[config.mk]
export PLATFORM = sky130hd
export DESIGN_NAME = un_striping_n_flat
export DESIGN_NICKNAME = d
export VERILOG_FILES = /design/src/rtl/un_striping_n_if.sv /design/src/rtl/un_striping_n.sv /design/src/flat_wrapper.sv
export SDC_FILE = /design/constraint.sdc
export NUM_CORES = 1
export LEC_CHECK = 0
export ABC_AREA = 1
export BUFFER_PORTS_ARGS = -buffer_cell sky130_fd_sc_hd__buf_2
export CAP_MARGIN = 10
export CELL_PAD_IN_SITES_DETAIL_PLACEMENT = 1
export CELL_PAD_IN_SITES_GLOBAL_PLACEMENT = 1
export CORE_ASPECT_RATIO = 1.1
export CORE_MARGIN = 2
export CORE_UTILIZATION = 52
export DETAILED_ROUTE_END_ITERATION = 7
export PLACE_DENSITY = 0.87
export SLEW_MARGIN = 20
export SYNTH_ARGS = -nofsm -noshare
export SYNTH_HDL_FRONTEND = slang
export SYNTH_SLANG_ARGS = --single-unit
[constraint.sdc]
create_clock -name clk_f -period 6.6 [get_ports clk_f]
set_input_delay 1.65 -clock clk_f [delete_from_list [all_inputs] [get_ports clk_f]]
set_output_delay 1.65 -clock clk_f [all_outputs]
set_load 0.01 [all_outputs]
[src/rtl/un_striping_n_if.sv]
// Lane-side write bus and reassembled output stream of the N-lane un-striper.
interface un_striping_n_if #(
    parameter int NUM_LANES = 4,
    parameter int WIDTH     = 32
);
    logic [NUM_LANES*WIDTH-1:0] lane_data;
    logic [NUM_LANES-1:0]       lane_valid;
    logic [NUM_LANES-1:0]       lane_ready;
    logic [WIDTH-1:0]           data_out;
    logic                       valid_out;
    logic                       ready_in;

    modport master (
        output lane_data, lane_valid, ready_in,
        input  lane_ready, data_out, valid_out
    );

    modport slave (
        input  lane_data, lane_valid, ready_in,
        output lane_ready, data_out, valid_out
    );
endinterface

[src/rtl/un_striping_n.sv]
// Merges NUM_LANES striped lanes, each buffered in a show-ahead FIFO, back into
// one ordered stream; a round-robin pointer restores lane order 0..N-1.
module un_striping_n #(
    parameter int NUM_LANES = 4,
    parameter int WIDTH     = 32,
    parameter int DEPTH     = 4
) (
    input  logic                         clk_f,
    input  logic                         reset,
    un_striping_n_if.slave               bus,
    output logic [$clog2(NUM_LANES)-1:0] lane_ptr,
    output logic                         aligned,
    output logic [NUM_LANES-1:0]         overflow
);
    localparam int AW = $clog2(DEPTH);
    localparam int PW = $clog2(NUM_LANES);

    typedef enum logic {IDLE, RUN} state_t;

    state_t               state, state_nxt;
    logic [PW-1:0]        ptr_nxt;
    logic [AW:0]          wr_ptr [NUM_LANES];
    logic [AW:0]          rd_ptr [NUM_LANES];
    logic [WIDTH-1:0]     mem    [NUM_LANES][DEPTH];
    logic [NUM_LANES-1:0] full, empty, push, pop;
    logic [WIDTH-1:0]     head;

    // Extra pointer MSB distinguishes full from empty when the address bits match.
    always_comb begin
        full  = '0;
        empty = '0;
        push  = '0;
        for (int unsigned i = 0; i < NUM_LANES; i++) begin
            full[i]  = (wr_ptr[i][AW-1:0] == rd_ptr[i][AW-1:0]) && (wr_ptr[i][AW] != rd_ptr[i][AW]);
            empty[i] = (wr_ptr[i] == rd_ptr[i]);
            push[i]  = bus.lane_valid[i] && !full[i];
        end
    end

    always_comb begin
        pop = '0;
        for (int unsigned i = 0; i < NUM_LANES; i++) begin
            pop[i] = bus.valid_out && bus.ready_in && (lane_ptr == PW'(i));
        end
    end

    assign bus.lane_ready = ~full;
    assign head           = mem[lane_ptr][rd_ptr[lane_ptr][AW-1:0]];
    assign aligned        = (state == RUN);

    always_comb begin
        state_nxt     = state;
        ptr_nxt       = lane_ptr;
        bus.valid_out = 1'b0;
        bus.data_out  = '0;
        case (state)
            IDLE: begin
                if (empty == '0) begin
                    state_nxt = RUN;
                end
            end
            RUN: begin
                bus.valid_out = !empty[lane_ptr];
                if (bus.valid_out) begin
                    bus.data_out = head;
                end
                if (bus.valid_out && bus.ready_in) begin
                    ptr_nxt = (lane_ptr == PW'(NUM_LANES - 1)) ? '0 : lane_ptr + PW'(1);
                end
                // A fully drained round ends the frame so the next burst re-aligns.
                if ((lane_ptr == '0) && (empty == '1)) begin
                    state_nxt = IDLE;
                end
            end
            default: state_nxt = IDLE;
        endcase
    end

    always_ff @(posedge clk_f or posedge reset) begin
        if (reset) begin
            state    <= IDLE;
            lane_ptr <= '0;
            overflow <= '0;
            for (int unsigned i = 0; i < NUM_LANES; i++) begin
                wr_ptr[i] <= '0;
                rd_ptr[i] <= '0;
            end
        end else begin
            state    <= state_nxt;
            lane_ptr <= ptr_nxt;
            for (int unsigned i = 0; i < NUM_LANES; i++) begin
                if (push[i]) begin
                    wr_ptr[i] <= wr_ptr[i] + 1'b1;
                end
                if (pop[i]) begin
                    rd_ptr[i] <= rd_ptr[i] + 1'b1;
                end
                if (bus.lane_valid[i] && full[i]) begin
                    overflow[i] <= 1'b1;
                end
            end
        end
    end

    always_ff @(posedge clk_f) begin
        for (int unsigned i = 0; i < NUM_LANES; i++) begin
            if (push[i]) begin
                mem[i][wr_ptr[i][AW-1:0]] <= bus.lane_data[i*WIDTH +: WIDTH];
            end
        end
    end
endmodule

[src/flat_wrapper.sv]
// flat-port wrapper written by rule: the top's interface ports become plain ports
module un_striping_n_flat 
#(
    parameter int NUM_LANES = 4,
    parameter int WIDTH     = 32,
    parameter int DEPTH     = 4
)
  (clk_f, reset, lane_ptr, aligned, overflow, bus_lane_data, bus_lane_valid, bus_ready_in, bus_lane_ready, bus_data_out, bus_valid_out);
  un_striping_n_if #(.NUM_LANES(NUM_LANES), .WIDTH(WIDTH)) bus_i ();
  input  logic clk_f;
  input  logic reset;
  output logic [$clog2(NUM_LANES)-1:0] lane_ptr;
  output logic aligned;
  output logic [NUM_LANES-1:0] overflow;
  input wire logic [$bits(bus_i.lane_data)-1:0] bus_lane_data;
  input wire logic [$bits(bus_i.lane_valid)-1:0] bus_lane_valid;
  input wire logic [$bits(bus_i.ready_in)-1:0] bus_ready_in;
  output wire logic [$bits(bus_i.lane_ready)-1:0] bus_lane_ready;
  output wire logic [$bits(bus_i.data_out)-1:0] bus_data_out;
  output wire logic [$bits(bus_i.valid_out)-1:0] bus_valid_out;
  assign bus_i.lane_data = bus_lane_data;
  assign bus_i.lane_valid = bus_lane_valid;
  assign bus_i.ready_in = bus_ready_in;
  assign bus_lane_ready = bus_i.lane_ready;
  assign bus_data_out = bus_i.data_out;
  assign bus_valid_out = bus_i.valid_out;
  un_striping_n #(.NUM_LANES(NUM_LANES), .WIDTH(WIDTH), .DEPTH(DEPTH)) u_core (.clk_f(clk_f), .reset(reset), .bus(bus_i), .lane_ptr(lane_ptr), .aligned(aligned), .overflow(overflow));
endmodule
==> run_results.csv <==
group,metric,value,unit
sta,hold_viol,0,
clock_network,path_clk_slew,60,ps
clock_network,worstSkewPairLatency,620,ps
clock_network,ctsHoldBuffers,0,
sta,worst_pin_slew,1030,ps
power,ir_worst_vdd,0.386,mV
worst_setup_path,path_max_fanout,87,
job,drv_cap,0,
routing,vias,16030,
global_routing,grt_pass1_vias,17369,
floorplan,io_pins,179,
routing,avgRoutedWirePerCell,26.1,um
placed_design,gp_congestion,0.780,
worst_setup_path,r2r_cells,8,
clock_network,cts_tree,"built",
routing,dr.first_iter.drc_count,1700,
synth,synth_top_area_share,0.682,
worst_setup_path,endpoint_kind,"primary output",
worst_setup_path,cp_data_arrival_time,3930,ps
sta,hold_slack,481,ps
floorplan,coreArea,43100,um^2
synth,yosys_most_used_dff,"edfxtp_1",
sta,slew_violations,0,
sta,finalCritPeriodShare,0.846,
power,power.internal,8.04,mW
placed_design,io_buffers,178,
floorplan,initial_utilization,0.523,
worst_setup_path,reg2reg_setup_slack,3640,ps
synth,syn_nets,2047,
worst_setup_path,r2r_end,"u_core.lane_ptr[0]",
power,seqPwrFrac,0.357,
floorplan,die_w,203,um
layout,nNetsFinal,2196,
global_routing,grt_max_degree,122,
routing,ant_nets,0,
clock_network,cts-resized-gates,0,
sta,slew_headroom,0.315,
clock_network,clock_sinks,543,
synth,synthArstFlopShare,0.0571,
power,swShare,0.412,
synth,synth_edf_count,512,
worst_setup_path,critPathLaunchType,"flip-flop",
placed_design,dp_hpwl,40300,um
power,p_per_area,531,nW/um^2
power,power.share.clock,0.238,
worst_setup_path,r2r_start,"u_core.lane_ptr[1]",
sta,finClkSkew,20.1,ps
layout,drive_gt1_frac,0.164,
synth,synth_cells,1888,
worst_setup_path,crit_start,"u_core.lane_ptr[0]",
synth,yosys-top-cells-count,"nand2_1 (616), edfxtp_1 (512), nand3_1 (388)",
routing,via_per_inst,6.02,
synth,seq_area_frac_synth,0.716,
layout,areaGrowthSynthToFinish,14.2,%
synth,synth_top_area_cell,"edfxtp_1",
floorplan,die-area,45100,um^2
synth,yosys.cell_count.top_type,"nand2_1",
power,p_sw,5.63,mW
floorplan,rows,80,
sta,max_freq,179,MHz
synth,synth_area_leaders,"edfxtp_1 (68%), nand2_1 (10%), nand3_1 (8.6%)",
global_routing,grt_pass1_wl,104000,um
synth,avgSynthCellArea,11.9,um^2
sta,setup_violations,0,
synth,synth_warnings,0,
sta,period_needed,5580,ps
sta,setup_tns,0,ps
global_routing,grtUsageTotal,0.310,
clock_network,clockBufferDepth,3,
power,power_frac_comb,0.405,
global_routing,overflow,0,
worst_setup_path,crit_required,4950,ps
layout,n_fill_cell,4402,
clock_network,postCtsSetupRepairBufs,0,
clock_network,h-tree-depth,2,
clock_network,root_buffer,"clkbuf_16",
synth,synth_cell_types,30,
outcome,status,"finished, final reports clean",
routing,first_pass_iters,7,
routing,remaining_drc_errors,0,
global_routing,antenna_found_initial,11,
clock_network,cts_buffers,54,
worst_setup_path,cp-endpoint,"bus_data_out[3]",
sta,rsz0062_at_grt,"no",
worst_hold_path,hp-class,"flip-flop to flip-flop",
floorplan,die_h,222,um
routing,wirelength,69500,um
synth,ys_ff_latch,543,
worst_setup_path,crit_type,"flip-flop to primary output",
synth,synthesis.area,22600,um^2
power,p_leak,9.77,nW
[worst min path at each step]
stage,startpoint,depth (start not counted),slack (ps),endpoint
floorplan,u_core.wr_ptr[11],1,460,u_core.wr_ptr[11]
global placement,u_core.overflow[0],1,450,u_core.overflow[0]
detailed placement,u_core.overflow[2],1,460,u_core.overflow[2]
CTS,u_core.overflow[2],1,490,u_core.overflow[2]
global route,u_core.overflow[1],1,500,u_core.overflow[1]
finish,u_core.overflow[2],1,480,u_core.overflow[2]
[state kept, by name, indices dropped and copies added, names as in the netlist]
name             cells
u_core.mem         512
u_core.rd_ptr       12
u_core.wr_ptr       12
u_core.overflow      4
u_core.lane_ptr      2
u_core.aligned       1
[cells by family after synthesis]
group	share of synthesized area
simple gates	0.203
fa+ha+maj	0.0133
buf+inv	0.0367
compound gates	0.0254
flops	0.716
xor+xnor	0.00505
[worst max-delay path, cell delays in order (launching register included)]
cell     delay (ps)
dfrtp_4         460
buf_4           700
a21oi_1         160
o21ai_1         130
nand2_2          90
inv_2           630
buf_4           380
nand3_1         120
nand3_1          90
nand2_1         100
a21oi_2         230
buf_2           160
[power by group through the flow]
stage / Sequential, mW / Clock, mW / Combinational [mW]
6_report: 4.89 / 3.25 / 5.53
5_1_grt: 4.93 / 3.38 / 5.98
4_1_cts: 4.88 / 3.27 / 5.50
3_5_place_dp: 4.94 / 0 / 5.40
3_3_place_gp: 4.88 / 0 / 5.08
2_1_floorplan: 4.86 / 0 / 3.56
[cell usage in the layout, fill, tap and decap left out, types with 7 or more instances in the layout]
master       n
nand4_1     26
inv_1       48
dfrtp_1     29
a21oi_1     13
xor2_1      10
nand2_1    616
clkbuf_16   57
a21oi_2     28
clkbuf_1    14
bufinv_16    9
edfxtp_1   512
nand3_1    388
buf_4       29
diode_2      9
clkinv_1     9
ha_1        24
nor2_4      17
a31oi_1     32
buf_2      178
clkinv_2     7
[metal layers]
metal / wire length, um / vias to the layer above / GRT usage
met4: 3200 / 2 / 0.147
met5: 11 / - / 0
met2: 34500 / 789 / 0.524
li1: - / 6960 / -
met3: 5050 / 208 / 0.0431
met1: 26700 / 8071 / 0.396
[area by class of cell]
cell class / instances / area, um^2 / share of cell area
diodes: 9 / 22.5 / 0.000874
clock buffers: 74 / 1520 / 0.0590
clock inverters: 25 / 339 / 0.0132
inverters: 52 / 205 / 0.00796
multi-input cells: 1179 / 5690 / 0.221
flip-flops and latches: 543 / 16200 / 0.627
well taps: 574 / 718 / 0.0279
repair buffers: 207 / 1110 / 0.0430
[metrics by stage]
stage / power (mW) / utilization / cell area [um^2] / worst slack [ps] / cells
detailed placement: 10.3 / 0.554 / 23900 / 1710 / 2555
global route: 14.3 / 0.597 / 25800 / 832 / 2660
CTS: 13.6 / 0.597 / 25700 / 1050 / 2654
floorplan: 8.42 / - / 22600 / 2950 / 1888
finish: 13.7 / 0.597 / 25800 / 1020 / 2663
global placement: 9.96 / 0.554 / 23900 / 1870 / 2555
Power figures use the tool's default switching activity.
